--- src/rtl/nes_pkg.sv ---
// nes_pkg: shared CPU-bus register addresses and OAM DMA state encoding
package nes_pkg;
  typedef enum logic [2:0] {IDLE, HALT, ALIGN, READ, WRITE} oam_dma_state_t;
  localparam logic [15:0] ADDR_OAMDMA  = 16'h4014;
  localparam logic [15:0] ADDR_OAMDATA = 16'h2004;
endpackage

--- src/rtl/oam_dma_if.sv ---
// oam_dma_if: CPU-side bus signals between the CPU core/wrapper (master) and the sprite DMA (slave)
interface oam_dma_if;
  logic [15:0] cpu_addr;
  logic [7:0]  cpu_wdata;
  logic        cpu_rw;
  logic        cpu_rdy;
  logic        bus_sel;
  logic [15:0] dma_addr;
  logic        dma_rw;
  logic [7:0]  dma_wdata;
  logic [7:0]  bus_rdata;
  logic        dma_active;
  modport master (
    output cpu_addr, cpu_wdata, cpu_rw, bus_rdata,
    input  cpu_rdy, bus_sel, dma_addr, dma_rw, dma_wdata, dma_active
  );
  modport slave (
    input  cpu_addr, cpu_wdata, cpu_rw, bus_rdata,
    output cpu_rdy, bus_sel, dma_addr, dma_rw, dma_wdata, dma_active
  );
endinterface

--- src/rtl/oam_dma.sv ---
// oam_dma: sprite DMA copying CPU page $XX00-$XXFF into OAMDATA; OAM_DMA_ALIGN_EN adds odd-cycle ALIGN read
module oam_dma
  import nes_pkg::*;
(
  input logic      clk,
  input logic      n_reset,
  oam_dma_if.slave bus
);
  oam_dma_state_t r_state, w_next, w_halt_next;
  logic [7:0]     r_page, r_idx, r_data_q, w_page, w_idx;
  logic           w_trig;
  logic           r_cpu_rdy, r_bus_sel, r_dma_active, r_dma_rw;
  logic [15:0]    r_dma_addr;
`ifdef OAM_DMA_ALIGN_EN
  logic           r_cyc_odd;
  // free-running bus-cycle parity
  always_ff @(posedge clk or negedge n_reset)
    if (!n_reset) r_cyc_odd <= 1'b0;
    else r_cyc_odd <= ~r_cyc_odd;
  // a halt cycle on an even cycle needs a dummy read so every READ lands even
  assign w_halt_next = r_cyc_odd ? READ : ALIGN;
`else
  assign w_halt_next = READ;
`endif
  // next state, trigger decode and datapath next values
  always_comb begin
    w_trig = !bus.cpu_rw && bus.cpu_addr == ADDR_OAMDMA;
    w_next = r_state;
    case (r_state)
      IDLE:    w_next = w_trig ? HALT : IDLE;
      HALT:    w_next = bus.cpu_rw ? w_halt_next : HALT;
      ALIGN:   w_next = READ;
      READ:    w_next = WRITE;
      WRITE:   w_next = r_idx == 8'hFF ? IDLE : READ;
      default: w_next = IDLE;
    endcase
    w_page = (r_state == IDLE && w_trig) ? bus.cpu_wdata : r_page;
    w_idx  = (r_state == IDLE && w_trig) ? 8'h00 : r_state == WRITE ? r_idx + 8'd1 : r_idx;
  end
  // state, datapath and outputs registered from the next state
  always_ff @(posedge clk or negedge n_reset)
    if (!n_reset) begin
      r_state      <= IDLE;
      r_page       <= 8'h00;
      r_idx        <= 8'h00;
      r_data_q     <= 8'h00;
      r_cpu_rdy    <= 1'b1;
      r_bus_sel    <= 1'b0;
      r_dma_active <= 1'b0;
      r_dma_rw     <= 1'b1;
      r_dma_addr   <= 16'h0000;
    end else begin
      r_state      <= w_next;
      r_page       <= w_page;
      r_idx        <= w_idx;
      r_data_q     <= r_state == READ ? bus.bus_rdata : r_data_q;
      r_cpu_rdy    <= w_next == IDLE;
      r_dma_active <= w_next != IDLE;
      r_bus_sel    <= w_next == ALIGN || w_next == READ || w_next == WRITE;
      r_dma_rw     <= w_next != WRITE;
      r_dma_addr   <= w_next == WRITE ? ADDR_OAMDATA :
                      (w_next == ALIGN || w_next == READ) ? {w_page, w_idx} : 16'h0000;
    end
  assign bus.cpu_rdy    = r_cpu_rdy;
  assign bus.bus_sel    = r_bus_sel;
  assign bus.dma_active = r_dma_active;
  assign bus.dma_rw     = r_dma_rw;
  assign bus.dma_addr   = r_dma_addr;
  assign bus.dma_wdata  = r_data_q;
endmodule

--- src/flat_wrapper.sv ---
// flat-port wrapper written by rule: the top's interface ports become plain ports
module oam_dma_flat import nes_pkg::*;
  (clk, n_reset, bus_cpu_addr, bus_cpu_wdata, bus_cpu_rw, bus_bus_rdata, bus_cpu_rdy, bus_bus_sel, bus_dma_addr, bus_dma_rw, bus_dma_wdata, bus_dma_active);
  oam_dma_if bus_i ();
  input logic clk;
  input logic n_reset;
  input wire logic [$bits(bus_i.cpu_addr)-1:0] bus_cpu_addr;
  input wire logic [$bits(bus_i.cpu_wdata)-1:0] bus_cpu_wdata;
  input wire logic [$bits(bus_i.cpu_rw)-1:0] bus_cpu_rw;
  input wire logic [$bits(bus_i.bus_rdata)-1:0] bus_bus_rdata;
  output wire logic [$bits(bus_i.cpu_rdy)-1:0] bus_cpu_rdy;
  output wire logic [$bits(bus_i.bus_sel)-1:0] bus_bus_sel;
  output wire logic [$bits(bus_i.dma_addr)-1:0] bus_dma_addr;
  output wire logic [$bits(bus_i.dma_rw)-1:0] bus_dma_rw;
  output wire logic [$bits(bus_i.dma_wdata)-1:0] bus_dma_wdata;
  output wire logic [$bits(bus_i.dma_active)-1:0] bus_dma_active;
  assign bus_i.cpu_addr = bus_cpu_addr;
  assign bus_i.cpu_wdata = bus_cpu_wdata;
  assign bus_i.cpu_rw = bus_cpu_rw;
  assign bus_i.bus_rdata = bus_bus_rdata;
  assign bus_cpu_rdy = bus_i.cpu_rdy;
  assign bus_bus_sel = bus_i.bus_sel;
  assign bus_dma_addr = bus_i.dma_addr;
  assign bus_dma_rw = bus_i.dma_rw;
  assign bus_dma_wdata = bus_i.dma_wdata;
  assign bus_dma_active = bus_i.dma_active;
  oam_dma u_core (.clk(clk), .n_reset(n_reset), .bus(bus_i));
endmodule
--- config.mk ---
export PLATFORM = sky130hd
export DESIGN_NAME = oam_dma_flat
export DESIGN_NICKNAME = d
export VERILOG_FILES = /design/src/rtl/nes_pkg.sv /design/src/rtl/oam_dma_if.sv /design/src/rtl/oam_dma.sv /design/src/flat_wrapper.sv
export SDC_FILE = /design/constraint.sdc
export NUM_CORES = 1
export LEC_CHECK = 0
export ABC_AREA = 1
export CAP_MARGIN = 10
export CORE_MARGIN = 2
export CORE_UTILIZATION = 46
export CTS_CLUSTER_SIZE = 40
export DETAILED_ROUTE_END_ITERATION = 12
export PLACE_DENSITY = 0.79
export SETUP_SLACK_MARGIN = 0.15
export SYNTH_ARGS = -nofsm -noshare
export SYNTH_HDL_FRONTEND = slang
export SYNTH_SLANG_ARGS = --single-unit
export TNS_END_PERCENT = 50
--- constraint.sdc ---
create_clock -name clk -period 1.9 [get_ports clk]
set_input_delay 0.38 -clock clk [delete_from_list [all_inputs] [get_ports clk]]
set_output_delay 0.38 -clock clk [all_outputs]
set_load 0.05 [all_outputs]
-- Yosys cells after proc, flatten, opt, wreduce, memory -nomap -nowiden
Cells that the tools add are included.
- add/subtract/negate cells: 1
- equality and inequality tests: 10
- multiplexer cells: 9
- reduce and logical (&&, ||, !) cells: 8
- operators with widths (kind ; number):
    16-bit 2-to-1 mux ; 2
    8-bit 2-to-1 mux ; 3
    16-bit by 15-bit == test with 1-bit output (second input constant) ; 1
    3-bit case mux with 5 select lines ; 1
    3-bit by 2-bit == test with 1-bit output (second input constant) ; 4
    8-bit by 1-bit adder with 8-bit output (second input constant) ; 1
    8-bit == test (second input constant) ; 1
    3-bit == test (second input constant) ; 2
    3-bit logical NOT ; 2
    2-bit 2-to-1 mux ; 2
    3-bit by 1-bit == test with 1-bit output (second input constant) ; 1
    3-bit != test (second input constant) ; 1
    3-bit nonzero test ; 1
    1-bit logical AND ; 2
    1-bit logical OR ; 2
    1-bit logical NOT ; 1
    1-bit 2-to-1 mux ; 1
- register bits after elaboration: 47
- input port bits: 35
- output and inout bits: 28
- word-level logic and storage cells: 37

-- Longest topological paths before layout
- word-level depth: 8
- depth in mapped cells: 9
- gate-level depth less buffers: 8

-- Worst setup path after synthesis
No wires, ideal clock.
- kind: reg2reg
- start: register u_core.r_state[1]
- end: register u_core.r_dma_addr[3], in the netlist u_core.bus.dma_addr[3]
- library setup time: 0.118 ns
- arrival time: 1.191 ns
- required time: 1.782 ns
- path slack: 0.591 ns
- stages on the path, launching flop included: 8
- buffers on the path: 1
- clock period less this slack: 1.309 ns
- path through: dfrtp_1 -> nor2_2 -> nand2_2 -> nor2_8 -> nand3_4 -> buf_6 -> nand3_1 -> nor2_1
- longest elaborated chain between the ends: 6
- RTL lines (item ; RTL line ; source):
    start, declared ; oam_dma.sv:9 ; oam_dma_state_t r_state, w_next, w_halt_next;
    start signal, assigned ; oam_dma.sv:53 ; r_state <= w_next;
    3-bit == test, or another cell as far along ; oam_dma.sv:29, oam_dma.sv:38 ;
    3-bit case mux with 5 select lines ; oam_dma.sv:29 ; case (r_state)
    3-bit by 2-bit == test with 1-bit output ; oam_dma.sv:62 ; (w_next == ALIGN || w_next == READ) ? {w_page, w_idx} : 16'h0000;
    1-bit logical OR ; oam_dma.sv:62 ;
    16-bit 2-to-1 mux ; oam_dma.sv:62 ;
    16-bit 2-to-1 mux * ; oam_dma.sv:61 ; r_dma_addr <= w_next == WRITE ? ADDR_OAMDATA :
    end signal, assigned ; oam_dma.sv:61 ;
    end, declared ; oam_dma.sv:13 ; logic [15:0] r_dma_addr;
Every way passes the cells marked *; elsewhere a longest branch is shown, timed or not.
A chain may end at the register's enable or synchronous reset.

-- Worst setup path in the final report
- start: register u_core.r_dma_addr[2], in the netlist u_core.bus.dma_addr[2]
- end: output bus_dma_addr[2]
- RTL lines (item ; RTL line ; source):
    end, declared ; flat_wrapper.sv:13 ; output wire logic [$bits(bus_i.dma_addr)-1:0] bus_dma_addr;
No word-level cell between the ends.

==> reports/results.txt <==
Outcome = finished, final reports clean
DR DRC count = 0
GP Congestion = 0.815
Critical Path Fanout Max = 1
DR WL/cell = 10.6 µm
DR pass1 iterations = 5
Clk slew on worst S/H paths = 0.08 ns
Pwr Density = 666 nW/µm²
Initial drt markers = 91
Hold-fix buffers, CTS = 0
Synth warnings = 0
MaxCap Viol Count = 0
Die height = 71.3 µm
P&R area growth vs syn = 37.8%
Root Driver = clkbuf_8
Critical path destination = bus_dma_addr[2]
Reg-to-Reg Start = u_core.r_idx[0]
CTS tree = yes
WP depth = 1
Fmax = 0.556 GHz
CP Cell Sequence = clkdlybuf4s50_1
Initial Util = 0.478
# H-tree levels = 2
Vias in the first global route = 1560
# setup viols final = 0
Skew-Pair Late Insertion Delay = 0.29 ns
Post-DRT Antenna Nets = 0
Aggregate global-route resource usage = 0.166
Delay-heaviest family, CP = buffers and inverters
Grt ovf = 0
Register bit total from synthesis = 47
Worst Setup SP = u_core.bus.dma_addr[2]
Pleak = 1.63 nW
Clock sink count = 47
Row count = 24
Filler cells = 354
Commonest non-fill, non-tap cell in the layout = nand2_1
R2R cell count = 8
Pins Over Slew Limit = 0
Most frequent cells in the layout = nand2_1, inv_1, dfrtp_1
Worst R2R Setup Slack = 0.48 ns
Syn_area_per_cell = 8.50 µm²
IO Pins = 63
Core area = 4350 µm²
Setup TNS = 0 ns
Average vias per placed instance = 4.50
Fin nets = 350
Pin count of the biggest net entering global routing = 48
HPWL Detailed = 2.95 mm
Mapped Nets = 281
Final min period = 1.80 ns
Setup bufs post-CTS = 0
Worst Hold Class = in -> async
Critical Path AT = 1.42 ns
PortBufs = 62
Post-layout util = 0.659
Crit-path max cell delay = 0.80 ns
RSZ-0062 raised after global routing = yes
WS Path Type = reg -> out
First-pass GRT wire length = 6.69 mm
Period utilization = 0.947
Syn Std Cell Area = 2080 µm²
Num CTS Buffers = 5
Worst Tran Pin Value = 0.569 ns
Detailed Route WL = 3.89 mm
Die W = 71.3 µm
Fin. Hold Viols = 0
Overall die area = 5080 µm²
Initial antenna violation count = 0
Area of the multi-input gates = 686 µm²
Synth unique cells = 26
CP required = 1.52 ns
N_diodes = 0
Routed vias = 1652
Slowest CP cell = clkdlybuf4s50_1
Syn Inst Count = 245
Final Skew = 0.00903 ns
Layout cells sized above 1 = 0.108
Crit. End Element = output pin
VDD IR-drop max = 0.374 mV
Worst path bufs/invs = 1
Power, Total = 1.91 mW
Rel. slew slack = 0.620
Sequential element share of the synthesized area = 0.566
Longest Clk Path Bufs = 2
Reg-to-reg endpoint = u_core.bus.dma_addr[3]
Register area = 1180 µm²
Crit start category = flop
registers in the layout, indices dropped and copies added (netlist names):
register,flops
u_core.bus.bus_sel,1
u_core.bus.cpu_rdy,1
u_core.bus.dma_active,1
u_core.bus.dma_addr,16
u_core.bus.dma_rw,1
u_core.bus.dma_wdata,8
u_core.r_idx,8
u_core.r_page,8
u_core.r_state,3
cell families (layout without fill, tap and decap cells):
| logic type | count (synthesis) | count (layout) | synth area share |
|---|---|---|---|
| fa+ha+maj | 1 | 1 | 0.00601 |
| buf+inv | 54 | 124 | 0.105 |
| simple gates | 137 | 137 | 0.306 |
| flops | 47 | 47 | 0.566 |
| compound gates | 5 | 5 | 0.0132 |
| xor+xnor | 1 | 1 | 0.00420 |
area by class of cell:
class,count,area share
sequential,47,0.411
clock buffer,6,0.0288
clock inverter,2,0.0122
inverter,50,0.0654
timing repair buffer,66,0.221
tap,52,0.0227
multi-input combinational,144,0.239
cells in the mapped netlist, drive strengths merged:
master / count / area [µm²]
nor2: 35 / 176
nor3: 3 / 20.0
or2: 1 / 6.26
inv: 50 / 188
dfstp: 2 / 52.6
and2: 2 / 12.5
a21oi: 2 / 10.0
xor2: 1 / 8.76
nand3: 13 / 77.6
nand4: 8 / 50.1
dfrtp: 45 / 1130
o21ai: 2 / 10.0
nand2: 75 / 294
ha: 1 / 12.5
buf: 3 / 27.5
clkbuf: 1 / 3.75
o21bai: 1 / 7.51
power by group:
group | switching [mW] | internal (mW)
logic | 0.0789 | 0.0779
registers | 0.00426 | 1.01
clock network | 0.316 | 0.426
total | 0.399 | 1.51
what timing repair did:
action	4_1_cts	5_1_grt
endpoints found under the hold margin	0	0
setup endpoints to repair	24	12
gates resized for setup	12	6
routing by layer:
metal	up-vias	GRT usage	wire (µm)
li1	862	-	-
met1	736	0.209	1690
met2	50	0.279	1870
met3	4	0.0563	303
met4	0	0.0377	27
met5	-	0	0
metrics by stage:
step | instance area, µm² | std cells | setup slack (ns) | hold WS (ns)
3_3_place_gp | 2750 | 359 | 0.0998 | 0.456
5_1_grt | 2870 | 367 | 0.0672 | 0.194
2_1_floorplan | 2080 | 245 | 0.591 | 0.0844
4_1_cts | 2860 | 367 | 0.0883 | 0.181
6_report | 2870 | 367 | 0.101 | 0.155
3_5_place_dp | 2750 | 359 | 0.0851 | 0.459
worst min-delay path by stage:
stage	startpoint	slack (ns)	end	cells after the start
CTS	n_reset	0.18	u_core.bus.dma_addr[4]	2
finish	n_reset	0.16	u_core.r_idx[4]	2
global route	n_reset	0.19	u_core.bus.dma_addr[3]	2
detailed placement	u_core.bus.dma_wdata[1]	0.46	u_core.bus.dma_wdata[1]	2
global placement	u_core.bus.dma_wdata[1]	0.46	u_core.bus.dma_wdata[1]	2
floorplan	n_reset	0.08	u_core.bus.bus_sel	0
Power figures use the tool's default switching activity.
